$ cat src/rtl/mem_access_if.sv
// mem_access_if: data-bus request/acknowledge channel between the memory stage
// and the data memory.
interface mem_access_if;
    logic        bus_req;
    logic        bus_we;
    logic [31:0] bus_addr;
    logic [3:0]  bus_sel;
    logic [31:0] bus_wdata;
    logic        bus_ack;
    logic [31:0] bus_rdata;
    modport master (
        output bus_req, bus_we, bus_addr, bus_sel, bus_wdata,
        input  bus_ack, bus_rdata
    );
    modport slave (
        input  bus_req, bus_we, bus_addr, bus_sel, bus_wdata,
        output bus_ack, bus_rdata
    );
endinterface

$ cat src/rtl/mem_access.sv
// mem_access: memory stage; runs loads/stores as bus req/ack transactions with
// big-endian lane select, load extension, misalign and timeout detection.
module mem_access #(
    parameter int TIMEOUT_CYCLES = 16
) (
    input  logic         clk,
    input  logic         rst,
    input  logic [5:0]   stall,
    input  logic [4:0]   mem_wd_i,
    input  logic         mem_wreg_i,
    input  logic [31:0]  mem_wdata_i,
    input  logic [31:0]  mem_hi_i,
    input  logic [31:0]  mem_lo_i,
    input  logic         mem_whilo_i,
    input  logic [7:0]   mem_aluop_i,
    input  logic [31:0]  mem_addr_i,
    input  logic [31:0]  mem_reg2_i,
    output logic [4:0]   mem_wd,
    output logic         mem_wreg,
    output logic [31:0]  mem_wdata,
    output logic [31:0]  mem_hi,
    output logic [31:0]  mem_lo,
    output logic         mem_whilo,
    mem_access_if.master bus,
    output logic         stallreq,
    output logic         mem_err
);
    localparam int CW = $clog2(TIMEOUT_CYCLES + 1);
    typedef enum logic [1:0] {IDLE, WAIT, DONE} state_t;
    state_t state_q, state_d;
    logic [CW-1:0] cnt_q, cnt_d;
    logic [31:0] cap_q, cap_d;
    logic err_q, err_d;
    logic is_ld, is_st, is_h, is_w, sgn, misal, idle, done, req;
    logic [31:0] byte_sh, half_sh, ext;
    logic unused;

    assign is_ld = mem_aluop_i inside {8'hE0, 8'hE1, 8'hE3, 8'hE4, 8'hE5};
    assign is_st = mem_aluop_i inside {8'hE8, 8'hE9, 8'hEB};
    assign is_h  = mem_aluop_i inside {8'hE1, 8'hE5, 8'hE9};
    assign is_w  = mem_aluop_i inside {8'hE3, 8'hEB};
    assign sgn   = !mem_aluop_i[2];
    assign misal = (is_h && mem_addr_i[0]) || (is_w && mem_addr_i[1:0] != 2'b00);
    assign idle  = state_q == IDLE;
    assign done  = state_q == DONE;
    assign req   = rst && ((idle && (is_ld || is_st) && !misal) || state_q == WAIT);

    // address byte 0 is the most significant lane
    assign byte_sh = cap_q >> {~mem_addr_i[1:0], 3'b000};
    assign half_sh = cap_q >> {~mem_addr_i[1], 4'b0000};
    assign ext = is_w ? cap_q
               : is_h ? {{16{sgn && half_sh[15]}}, half_sh[15:0]}
               : {{24{sgn && byte_sh[7]}}, byte_sh[7:0]};
    assign unused = ^{stall[5], stall[3:0], byte_sh[31:8], half_sh[31:16]};

    assign bus.bus_req   = req;
    assign bus.bus_we    = req && is_st;
    assign bus.bus_addr  = req ? {mem_addr_i[31:2], 2'b00} : '0;
    assign bus.bus_sel   = !req ? 4'h0 : is_w ? 4'hF : is_h ? (mem_addr_i[1] ? 4'h3 : 4'hC)
                         : 4'b1000 >> mem_addr_i[1:0];
    assign bus.bus_wdata = !req ? '0 : is_w ? mem_reg2_i : is_h ? {2{mem_reg2_i[15:0]}}
                         : {4{mem_reg2_i[7:0]}};
    assign stallreq  = req;
    assign mem_err   = rst && ((idle && misal) || (done && err_q));
    assign mem_wd    = rst ? mem_wd_i : '0;
    assign mem_wreg  = rst && mem_wreg_i && !mem_err;
    assign mem_wdata = !rst ? '0 : (done && is_ld) ? ext : mem_wdata_i;
    assign mem_hi    = rst ? mem_hi_i : '0;
    assign mem_lo    = rst ? mem_lo_i : '0;
    assign mem_whilo = rst && mem_whilo_i;

    always_comb begin
        state_d = state_q;
        cnt_d   = cnt_q;
        cap_d   = cap_q;
        err_d   = err_q;
        if (req && bus.bus_ack) begin
            state_d = DONE;
            cap_d   = bus.bus_rdata;
        end else if (idle && req) begin
            state_d = WAIT;
            cnt_d   = CW'(1);
        end else if (state_q == WAIT) begin
            state_d = cnt_q == CW'(TIMEOUT_CYCLES) ? DONE : WAIT;
            err_d   = cnt_q == CW'(TIMEOUT_CYCLES);
            cnt_d   = cnt_q == CW'(TIMEOUT_CYCLES) ? cnt_q : cnt_q + 1'b1;
        end else if (done && !stall[4]) begin
            state_d = IDLE;
            cnt_d   = '0;
            err_d   = 1'b0;
        end
    end

    always_ff @(posedge clk or negedge rst) begin
        if (!rst) begin
            state_q <= IDLE;
            cnt_q   <= '0;
            cap_q   <= '0;
            err_q   <= 1'b0;
        end else begin
            state_q <= state_d;
            cnt_q   <= cnt_d;
            cap_q   <= cap_d;
            err_q   <= err_d;
        end
    end
endmodule

$ cat src/flat_wrapper.sv
// flat-port wrapper written by rule: the top's interface ports become plain ports
module mem_access_flat 
#(
    parameter int TIMEOUT_CYCLES = 16
)
  (clk, rst, stall, mem_wd_i, mem_wreg_i, mem_wdata_i, mem_hi_i, mem_lo_i, mem_whilo_i, mem_aluop_i, mem_addr_i, mem_reg2_i, mem_wd, mem_wreg, mem_wdata, mem_hi, mem_lo, mem_whilo, stallreq, mem_err, bus_bus_req, bus_bus_we, bus_bus_addr, bus_bus_sel, bus_bus_wdata, bus_bus_ack, bus_bus_rdata);
  mem_access_if bus_i ();
  input  logic clk;
  input  logic rst;
  input  logic [5:0] stall;
  input  logic [4:0] mem_wd_i;
  input  logic mem_wreg_i;
  input  logic [31:0] mem_wdata_i;
  input  logic [31:0] mem_hi_i;
  input  logic [31:0] mem_lo_i;
  input  logic mem_whilo_i;
  input  logic [7:0] mem_aluop_i;
  input  logic [31:0] mem_addr_i;
  input  logic [31:0] mem_reg2_i;
  output logic [4:0] mem_wd;
  output logic mem_wreg;
  output logic [31:0] mem_wdata;
  output logic [31:0] mem_hi;
  output logic [31:0] mem_lo;
  output logic mem_whilo;
  output logic stallreq;
  output logic mem_err;
  output wire logic [$bits(bus_i.bus_req)-1:0] bus_bus_req;
  output wire logic [$bits(bus_i.bus_we)-1:0] bus_bus_we;
  output wire logic [$bits(bus_i.bus_addr)-1:0] bus_bus_addr;
  output wire logic [$bits(bus_i.bus_sel)-1:0] bus_bus_sel;
  output wire logic [$bits(bus_i.bus_wdata)-1:0] bus_bus_wdata;
  input wire logic [$bits(bus_i.bus_ack)-1:0] bus_bus_ack;
  input wire logic [$bits(bus_i.bus_rdata)-1:0] bus_bus_rdata;
  assign bus_bus_req = bus_i.bus_req;
  assign bus_bus_we = bus_i.bus_we;
  assign bus_bus_addr = bus_i.bus_addr;
  assign bus_bus_sel = bus_i.bus_sel;
  assign bus_bus_wdata = bus_i.bus_wdata;
  assign bus_i.bus_ack = bus_bus_ack;
  assign bus_i.bus_rdata = bus_bus_rdata;
  mem_access #(.TIMEOUT_CYCLES(TIMEOUT_CYCLES)) u_core (.clk(clk), .rst(rst), .stall(stall), .mem_wd_i(mem_wd_i), .mem_wreg_i(mem_wreg_i), .mem_wdata_i(mem_wdata_i), .mem_hi_i(mem_hi_i), .mem_lo_i(mem_lo_i), .mem_whilo_i(mem_whilo_i), .mem_aluop_i(mem_aluop_i), .mem_addr_i(mem_addr_i), .mem_reg2_i(mem_reg2_i), .mem_wd(mem_wd), .mem_wreg(mem_wreg), .mem_wdata(mem_wdata), .mem_hi(mem_hi), .mem_lo(mem_lo), .mem_whilo(mem_whilo), .bus(bus_i), .stallreq(stallreq), .mem_err(mem_err));
endmodule
$ cat config.mk
export PLATFORM = sky130hd
export DESIGN_NAME = mem_access_flat
export DESIGN_NICKNAME = d
export VERILOG_FILES = /design/src/rtl/mem_access_if.sv /design/src/rtl/mem_access.sv /design/src/flat_wrapper.sv
export SDC_FILE = /design/constraint.sdc
export NUM_CORES = 1
export LEC_CHECK = 0
export ABC_AREA = 1
export BUFFER_PORTS_ARGS = -buffer_cell sky130_fd_sc_hd__clkbuf_2
export CAP_MARGIN = 20
export CORE_AREA = 2 2 153 155
export DETAILED_ROUTE_END_ITERATION = 8
export DIE_AREA = 0 0 155 157
export SLEW_MARGIN = 20
export SYNTH_ARGS = -nofsm -noshare
export SYNTH_HDL_FRONTEND = slang
export SYNTH_SLANG_ARGS = --single-unit
export TNS_END_PERCENT = 30
$ cat constraint.sdc
create_clock -name clk -period 1.73 [get_ports clk]
set_input_delay 0.0865 -clock clk [delete_from_list [all_inputs] [get_ports clk]]
set_output_delay 0.0865 -clock clk [all_outputs]
set_load 0.02 [all_outputs]
==> flow_summary.ini, run 1 <==
[floorplanning]
start_util_pct = 19.1
die-area_mm2 = 0.0243
fp.dieH_um = 157
ios = 391
design.core.area_mm2 = 0.0225
rows = 55
die_w_um = 155

[clock_tree]
numCtsBuffers = 5
cts_tree = yes
h-tree-depth = 2
clk_latency_ns = 0.28
cts.reportedPaths.clkPinSlew_ns = 0.06
clockRootBuffer = clkbuf_16
clockBufferDepth = 2
cts.sinks = 40

[critical_path]
rr_worst_depth = 14
crit_path_end = bus_bus_addr[28]
r2r_end = u_core.cap_q[31]
crit_type = flop to primary output
setup.worst_path.end_class = primary output
arrival_ns = 1.91
worstPathRequired_ns = 1.64
r2r_slack_ns = -0.19
startpoint_type = flop
crit_start = u_core.state_q[1]
timing.rr.start = u_core.cap_q[31]
crit_fanout = 8

[drt]
routed.top_layer = met5
drc = 0
wl_met1_mm = 9.27
met3WireLength_mm = 2.10
wire_per_inst_um = 15.0
via_per_inst = 4.32
wl_met2_mm = 10.7
first_iter_violations = 492
dr.pass1.iters = 6
ant_nets = 0
routed_wl_mm = 22.8
vias = 6556

[synthesis]
synthCells = 800
synth_common_cells = 227 x nand2_1, 154 x inv_1, 124 x nor2_1, 62 x a21oi_1, 51 x o21ai_0
synth.avg_cell_area_um2 = 5.38
yosysMostFrequentCell = nand2_1
yosysSeqAreaShare_pct = 23.3
ys_top_cells_by_area = dfrtp_1 23%, nand2_1 20%, inv_1 13%
ys_async_sr_fraction_pct = 100
yosysTopAreaCellShare_pct = 23.3
syn_area_mm2 = 0.00430
synth_edf_count = 0
yosys.area.top_type = dfrtp_1
synth_ff_type = dfrtp_1
synth_cell_types = 30
postSynthRegisterBits = 40
yosys_warnings = 0

[grt]
grt_pass1_wl_mm = 32.1
grt_remaining_overflow = 0
antenna_found_initial = 5
grt_usage_pct = 16.6
grt_max_degree = 73
grt_pass1_vias = 6101

[status]
violations = negative setup slack
status = complete, but fails checks

[final_layout]
final_util_pct = 37.2
fin_nets = 1447
drive_gt1_share_pct = 46.6
area_growth_pct = 94.4
design_area_mm2 = 0.00836
stdcell_count = 1518

[sta]
finalSetupTns_ns = -11.89
worst_clock_skew_ns = 0.00854
fin_ws_ns = -0.268
drv_slew = 0
finalSetupViolCount = 104
min_period_ns = 2.00
fin_crit_sh_pct = 116
slew_headroom_pct = 57.1
worst_pin_slew_ns = 0.644
rsz0062_at_grt = true
fmax_ghz = 0.500
finalHoldViolCount = 0

[job]
cap_viol_max_count = 0

[place]
pre_cts_ws_ns = -0.0940
dp_cells = 1465
post-dp-hpwl_mm = 17.0
placed_area_mm2 = 0.00681
place_congestion = 0.834
port_buffers = 383

[hold_path]
hold_path.class = input port to flop

[pwr]
ir_drop_mv = 0.448
p_leak_nw = 5.01
power_density_mw_per_mm2 = 893
## cell usage in the layout (no fill, tap or decap), types with 2 or more instances in the layout
cell and instances:
inv_2 11, clkbuf_4 5, inv_1 147, o211ai_1 17
nand2_1 216, a21oi_1 41, o21ai_0 44, nand2_4 5
buf_6 41, nor2_4 26, nand3_1 13, buf_12 13
conb_1 2, buf_8 6, buf_4 103, nor2_1 84
xor2_1 2, clkbuf_2 284, nor3_1 3, o21a_1 8
ha_1 2, dfrtp_1 39, clkbuf_16 8, buf_16 3
nor2_2 18, a21oi_2 16, clkbuf_8 5, a21oi_4 7
o21ai_2 3, nand2_2 8, nand3_4 2, o21ai_1 29
diode_2 4, dlygate4sd3_1 5
## through the flow
stage / hold slack, ns / total power [mW]
after detailed placement: 0.125 / 4.86
final: 0.00184 / 7.47
after CTS: 0.00427 / 6.73
after global placement: 0.134 / 4.82
after floorplan: -0.209 / 3.51
after global routing: 0.00422 / 7.94
## cell families (layout without fill, tap and decap cells)
logic type / after synthesis / count (layout) / share of synthesized area [%]
buffers and inverters: 210 / 637 / 19.9
other: 1 / 6 / 0.0872
AO/OA/AOI/OAI: 166 / 166 / 21.0
XOR/XNOR: 2 / 2 / 0.407
flip-flops: 40 / 40 / 23.3
AND/OR/NAND/NOR: 379 / 380 / 34.7
adder cells (fa/ha/maj): 2 / 2 / 0.581
## what timing repair did
item                       4_1_cts  5_1_grt
pin swaps                        6       20
resized for setup              170      206
cloned                           5        4
setup buffers                   17       11
setup endpoints to repair      101      132
hold endpoints to repair        19        0
hold buffers                     5        0
## flip-flops by register name (all words and copies together), names as in the netlist
register and flops:
u_core.state_q 2, u_core.cnt_q 5, u_core.err_q 1, u_core.cap_q 32
## report_power, final
group / leakage, nW / switching [mW] / internal [mW]
logic: 4.44 / 2.66 / 2.27
registers: 0.500 / 0.298 / 1.34
clock network: 0.0657 / 0.377 / 0.524
total: 5.01 / 3.34 / 4.14
## final cells by class
type / count / area [um^2]
Fill cell: 2398 / 14100
Timing Repair Buffer: 468 / 3320
Clock buffer: 5 / 125
Inverter: 161 / 614
Multi-Input combinational cell: 552 / 2910
Clock inverter: 2 / 12.5
Sequential cell: 40 / 1000
Antenna cell: 4 / 10.0
Tap cell: 285 / 357
Timing Repair inverter: 1 / 16.3
## worst min-delay path by stage
stage	start	to	slack (ns)	cells after the start
after floorplan	rst	u_core.cap_q[0]	-0.21	0
after global placement	rst	u_core.cnt_q[2]	0.13	2
after detailed placement	rst	u_core.state_q[0]	0.13	2
after CTS	bus_bus_rdata[2]	u_core.cap_q[2]	0.004	3
after global routing	bus_bus_rdata[2]	u_core.cap_q[2]	0.004	3
final	bus_bus_rdata[2]	u_core.cap_q[2]	0.002	3
## layer usage
metal | up-vias | track usage [%]
li1 | 3289 | -
met1 | 2937 | 20.4
met2 | 282 | 27.5
met3 | 46 | 5.59
met4 | 2 | 5.42
met5 | - | 0
## critical path, cell delays in order, from the launching register on
cell and delay [ns]:
dfrtp_2 0.45, inv_2 0.08, nand2_2 0.06, nor2_4 0.09, nand2_2 0.07, nand2_4 0.11, nand2_8 0.12, buf_4 0.18
clkbuf_16 0.15, nor2_1 0.14, buf_4 0.18
(Power assumes the default switching activity.)
==> run 2, diff against run 1 <==
--- a/config.mk
+++ b/config.mk
@@ -5,12 +5,11 @@
 export SDC_FILE = /design/constraint.sdc
 export NUM_CORES = 1
 export LEC_CHECK = 0
-export ABC_AREA = 1
 export BUFFER_PORTS_ARGS = -buffer_cell sky130_fd_sc_hd__clkbuf_2
 export CAP_MARGIN = 20
-export CORE_AREA = 2 2 153 155
+export CORE_AREA = 2 2 150 152
 export DETAILED_ROUTE_END_ITERATION = 8
-export DIE_AREA = 0 0 155 157
+export DIE_AREA = 0 0 152 154
 export SLEW_MARGIN = 20
 export SYNTH_ARGS = -nofsm -noshare
 export SYNTH_HDL_FRONTEND = slang
==> flow_summary.ini, run 2 <==
[place]
port_buffers = 383
place_congestion = 0.777
dp_cells = 1193
post-dp-hpwl_mm = 16.6

[pwr]
swShare_pct = 37.3
p_int_mw = 4.13
power_frac_comb_pct = 60.7
p_leak_nw = 4.21
ir_drop_mv = 0.501
pwr-share-clk_pct = 14.5
power_density_mw_per_mm2 = 799
seqPwrFrac_pct = 24.8
p_sw_mw = 2.46

[critical_path]
arrival_ns = 1.94
startpoint_type = flop
crit_type = flop to primary output
path_cells = mux4_2 > o2111ai_4 > buf_6 > o2bb2ai_1 > buf_4
worstPathRequired_ns = 1.64
rr_worst_depth = 7
r2r_slack_ns = -0.15
setup.worst_path.end_class = primary output
critPathSlowestCell = mux4_2
r2r_end = u_core.cap_q[14]
crit_buf_inv = 2
crit_family = multiplexers
crit_fanout = 8
timing.rr.start = u_core.state_q[1]
slowest_delay_ns = 0.55

[sta]
rsz0062_at_grt = true
finalSetupViolCount = 135
min_period_ns = 2.02
drv_slew = 0
finalHoldViolCount = 0
fin_ws_ns = -0.293
fmax_ghz = 0.494
worst_pin_slew_ns = 0.616
whs_ns = 0.0169
worst_clock_skew_ns = 0.00574
slew_headroom_pct = 58.8
fin_crit_sh_pct = 117

[synthesis]
yosysMostFrequentCell = and2_1
synth.avg_cell_area_um2 = 8.56
synth_ff_type = dfrtp_1
postSynthRegisterBits = 40
ys_top_cells_by_area = dfrtp_1 24%, and2_1 11%, mux2_4 7.3%
yosys.area.top_type = dfrtp_1
synth_edf_count = 0
synthCells = 483
synth_cell_types = 61
yosysTopAreaCellShare_pct = 24.2
yosysSeqAreaShare_pct = 24.2
syn_area_mm2 = 0.00413
yosys_warnings = 0
ys_async_sr_fraction_pct = 100
synth_common_cells = 72 x and2_1, 59 x nand2_1, 44 x nor2b_1, 40 x dfrtp_1, 32 x nor2_1

[floorplanning]
fp.dieH_um = 154
start_util_pct = 19.1
rows = 54
ios = 391
design.core.area_mm2 = 0.0217
die-area_mm2 = 0.0234
die_w_um = 152

[hold_path]
hold_path.class = input port to flop
hold_depth = 2
min_to = u_core.cap_q[11]
worstHoldStart = bus_bus_rdata[11]

[clock_tree]
numCtsBuffers = 5
clockRootBuffer = clkbuf_16
cts.sinks = 40
clk_latency_ns = 0.29
cts_tree = yes
clockBufferDepth = 2
h-tree-depth = 2
cts.reportedPaths.clkPinSlew_ns = 0.06

[drt]
wire_per_inst_um = 17.6
dr.pass1.iters = 5
ant_nets = 0
first_iter_violations = 206
routed_wl_mm = 21.4
drc = 0
vias = 5432
via_per_inst = 4.47

[grt]
grt_usage_pct = 17.1
antenna_found_initial = 2
met3_usage_pct = 2.65
top_usage_layer = met2
grt_max_degree = 63
grt_pass1_wl_mm = 31.7
grt_remaining_overflow = 0
met2_usage_pct = 31.7
met1_usage_pct = 20.7
grt_pass1_vias = 5555

[final_layout]
nFillCells = 2226
drive_gt1_share_pct = 65.1
most-common-layout-cells = 288 x clkbuf_2, 117 x buf_4, 71 x and2_1, 59 x nand2_1, 41 x buf_6
largestRegisters = u_core.cap_q: 32 flops, u_core.cnt_q: 5 flops, u_core.state_q: 2 flops
top_register = u_core.cap_q
fin_nets = 1150
area_growth_pct = 99.8
multiInputGateArea_mm2 = 0.00336
seq_area_mm2 = 0.00100
final_common_cell = clkbuf_2
largest_reg_flops = 32
stdcell_count = 1215

[status]
violations = negative setup slack
status = complete, but fails checks

[job]
cap_viol_max_count = 0
==> run 2: cell types whose count changed in the layout (fill, tap and decap cells not counted), moves of 14 or more <==
cell and change:
nand2_1 -157, inv_1 -145, and2_1 +71, nor2_1 -54, o21ai_0 -36, a21oi_1 -31
o21ai_1 -29, mux2_4 +26, nor2_4 -25, nor2b_1 +24, nor2_2 -16, o211ai_1 -16
buf_4 +14
==> run 2: timing repair <==
action	4_1_cts	5_1_grt
setup buffers	3	3
pin swaps	9	8
hold buffers	2	0
hold endpoints to repair	17	0
resized for setup	148	189
gates cloned	3	1
setup endpoints to repair	127	141
==> run 2: area by class of cell <==
type	instances	area share, %
Antenna cell	2	0.0606
Clock buffer	7	1.73
Sequential cell	40	12.1
Timing Repair Buffer	483	40.9
Inverter	3	0.197
Multi-Input combinational cell	399	40.7
Tap cell	280	4.24
Clock inverter	1	0.0909
==> run 2: worst register-to-register path: stages, from the launching register on <==
cell and delay (ns):
dfrtp_1 0.36, buf_6 0.11, buf_6 0.09, and3b_1 0.16, nand4_1 0.13, a2bb2oi_4 0.30, buf_12 0.25, mux2_2 0.38
==> run 2: worst max-delay path by stage <==
stage                           start           endpoint  cells past startpoint  slack, ns
detailed placement  u_core.state_q[1]      mem_wdata[27]                      5      -0.31
floorplan           u_core.state_q[1]  bus_bus_wdata[24]                      6      -0.09
CTS                 u_core.state_q[1]  bus_bus_wdata[29]                      7      -0.33
global placement       mem_aluop_i[3]  bus_bus_wdata[28]                      9      -0.25
finish               u_core.cap_q[31]      mem_wdata[20]                      5      -0.29
global route        u_core.state_q[1]  bus_bus_wdata[12]                      8      -0.38
==> run 2: kinds of logic (layout without fill, tap and decap cells) <==
family / Yosys count / in the layout / synth area share, %
AO/OA/AOI/OAI: 110 / 110 / 20.2
adder cells (fa/ha/maj): 2 / 2 / 0.605
buffers and inverters: 46 / 494 / 6.75
flip-flops: 40 / 40 / 24.2
multiplexers: 43 / 43 / 15.8
other: 1 / 4 / 0.0907
AND/OR/NAND/NOR: 241 / 242 / 32.3
==> run 2: routing by layer <==
layer | wire [um] | vias up
li1 | - | 2613
met1 | 8580 | 2591
met2 | 11400 | 214
met3 | 1190 | 14
met4 | 198 | 0
met5 | 0 | -
==> run 2: per-stage QoR <==
stage / setup TNS, ns / total power, mW / util, % / setup slack (ns) / cell area, um^2
2_1_floorplan: -1.16 / 3.49 / - / -0.0857 / 4150
4_1_cts: -29.91 / 6.26 / 35.5 / -0.326 / 7700
3_5_place_dp: -11.99 / 4.92 / 32.0 / -0.309 / 6940
6_report: -25.33 / 6.60 / 38.1 / -0.293 / 8260
3_3_place_gp: -11.30 / 4.87 / 32.0 / -0.255 / 6940
5_1_grt: -36.45 / 6.97 / 38.1 / -0.381 / 8260
==> run 2: power groups by stage <==
stage / combinational [mW] / clock, mW / sequential, mW
after CTS: 3.67 / 0.980 / 1.62
after global placement: 3.26 / 0 / 1.62
after floorplan: 1.92 / 0 / 1.57
after global routing: 4.26 / 1.02 / 1.69
after detailed placement: 3.30 / 0 / 1.63
final: 4.00 / 0.957 / 1.64
==> run 3, diff against run 2 <==
--- a/config.mk
+++ b/config.mk
@@ -6,10 +6,10 @@
 export NUM_CORES = 1
 export LEC_CHECK = 0
 export BUFFER_PORTS_ARGS = -buffer_cell sky130_fd_sc_hd__clkbuf_2
-export CAP_MARGIN = 20
 export CORE_AREA = 2 2 150 152
 export DETAILED_ROUTE_END_ITERATION = 8
 export DIE_AREA = 0 0 152 154
+export SETUP_SLACK_MARGIN = 0.1
 export SLEW_MARGIN = 20
 export SYNTH_ARGS = -nofsm -noshare
 export SYNTH_HDL_FRONTEND = slang
==> flow_summary.ini, run 3 (synthesis results as in run 2) <==
[status]
status = complete, but fails checks
violations = negative setup slack

[sta]
rsz0062_at_grt = true
fin_ws_ns = -0.366
finalSetupTns_ns = -21.99
min_period_ns = 2.10
worst_pin_slew_ns = 0.506
fmax_ghz = 0.477
worst_clock_skew_ns = 0.00769
finalHoldViolCount = 0
slew_headroom_pct = 66.3
drv_slew = 0
fin_crit_sh_pct = 121
finalSetupViolCount = 129

[hold_path]
hold_path.class = input port to flop
hold_depth = 2

[floorplanning]
design.core.area_mm2 = 0.0217
ios = 391
rows = 54
die_w_um = 152
fp.dieH_um = 154
die-area_mm2 = 0.0234
start_util_pct = 19.1

[final_layout]
stdcell_count = 1235
multiInputGateArea_mm2 = 0.00355
nFillCells = 2186
top_register = u_core.cap_q
num_antenna_cells = 0
largest_reg_flops = 32
fin_nets = 1172
final_common_cell = clkbuf_2
most-common-layout-cells = 280 x clkbuf_2, 121 x buf_4, 70 x and2_1, 58 x nand2_1, 54 x buf_6
seq_area_mm2 = 0.00100
largestRegisters = u_core.cap_q: 32 flops, u_core.cnt_q: 5 flops, u_core.state_q: 2 flops
area_growth_pct = 108
drive_gt1_share_pct = 66.6

[critical_path]
setup.worst_path.end_class = primary output
rr_worst_depth = 7
startpoint_type = flop
crit_type = flop to primary output
r2r_slack_ns = -0.19
arrival_ns = 2.01
crit_path_end = mem_wdata[30]
r2r_end = u_core.cnt_q[3]
worstPathRequired_ns = 1.64
timing.rr.start = u_core.state_q[1]
crit_start = u_core.cap_q[7]
crit_fanout = 8

[drt]
drc = 0
dr.pass1.iters = 5
via_per_inst = 4.51
ant_nets = 0
wire_per_inst_um = 18.0
vias = 5565
routed_wl_mm = 22.3
first_iter_violations = 238

[pwr]
power_density_mw_per_mm2 = 772
p_leak_nw = 4.37
ir_drop_mv = 0.402

[place]
pre_cts_ws_ns = -0.461
dp_cells = 1184
place_congestion = 0.830
port_buffers = 383
post-dp-hpwl_mm = 16.4

[clock_tree]
clk_latency_ns = 0.29
cts_tree = yes
cts_hold_buf = 0
clockBufferDepth = 2
clockRootBuffer = clkbuf_16
cts.reportedPaths.clkPinSlew_ns = 0.06
numCtsBuffers = 5
cts.sinks = 40
h-tree-depth = 2

[grt]
grt_pass1_vias = 5376
grt_max_degree = 124
antenna_found_initial = 0
grt_pass1_wl_mm = 31.4
grt_remaining_overflow = 0
grt_usage_pct = 16.8

[job]
cap_viol_max_count = 0
[run 3: cell types whose count changed in the layout (fill, tap and decap cells not counted), moves of 4 or more]
cell       delta
buf_2        +11
buf_4         +4
buf_6        +13
clkbuf_2      -8
clkbuf_8      -6
nor2_4        +6
nor2b_1       +8
nor2b_2       -6
o21ai_0       -6
o2bb2ai_1    -13
o2bb2ai_2     +5
o2bb2ai_4     +8
[run 3: worst min path at each step]
stage	startpoint	endpoint
final	bus_bus_rdata[10]	u_core.cap_q[10]
after global routing	bus_bus_rdata[10]	u_core.cap_q[10]
after CTS	bus_bus_rdata[10]	u_core.cap_q[10]
after detailed placement	bus_bus_rdata[10]	u_core.cap_q[10]
after global placement	bus_bus_rdata[7]	u_core.cap_q[7]
after floorplan	rst	u_core.cap_q[0]
[run 3: power breakdown]
group	internal, mW	total, mW	leakage, nW	switching, mW
Combinational	2.25	4.09	3.79	1.85
Clock	0.538	0.911	0.0681	0.373
Sequential	1.33	1.63	0.504	0.301
Total	4.12	6.64	4.37	2.52
[run 3: worst max-delay path, stage by stage (launching register included)]
cell and delay, ns:
dfrtp_1 0.38, mux4_2 0.57, o2111ai_4 0.32, clkbuf_16 0.24
o2bb2ai_2 0.08, buf_6 0.13
[run 3: final cells by class]
class	instances	share of cell area [%]
flip-flops and latches	40	11.6
well taps	280	4.07
clock buffers	7	1.54
multi-input cells	403	41.3
clock inverters	1	0.102
repair buffers	501	41.2
inverters	3	0.160
[run 3: timing repair]
item / in CTS / in global routing
endpoints found under the setup margin: 132 / 142
cloned: 4 / 4
gates resized for setup: 118 / 237
hold endpoints to repair: 0 / 0
pin swaps: 13 / 26
setup buffers: 19 / 16
[run 3: stage by stage]
stage	power (mW)	cell area [um^2]	util [%]	hold WS, ns
after floorplan	3.57	4320	-	-0.209
after global placement	4.81	7060	32.6	0.301
after detailed placement	4.87	7060	32.6	0.308
after CTS	6.17	7810	36.0	0.00217
after global routing	7.00	8600	39.6	0.00436
final	6.64	8600	39.6	0.0137
[run 3: metal layers]
layer / GRT usage (%) / vias to the layer above / part of all wire (%)
met5: 0 / - / 0
met4: 3.87 / 0 / 1.2
met3: 2.68 / 20 / 5.4
met2: 30.4 / 224 / 53
met1: 21.1 / 2657 / 41
li1: - / 2664 / -
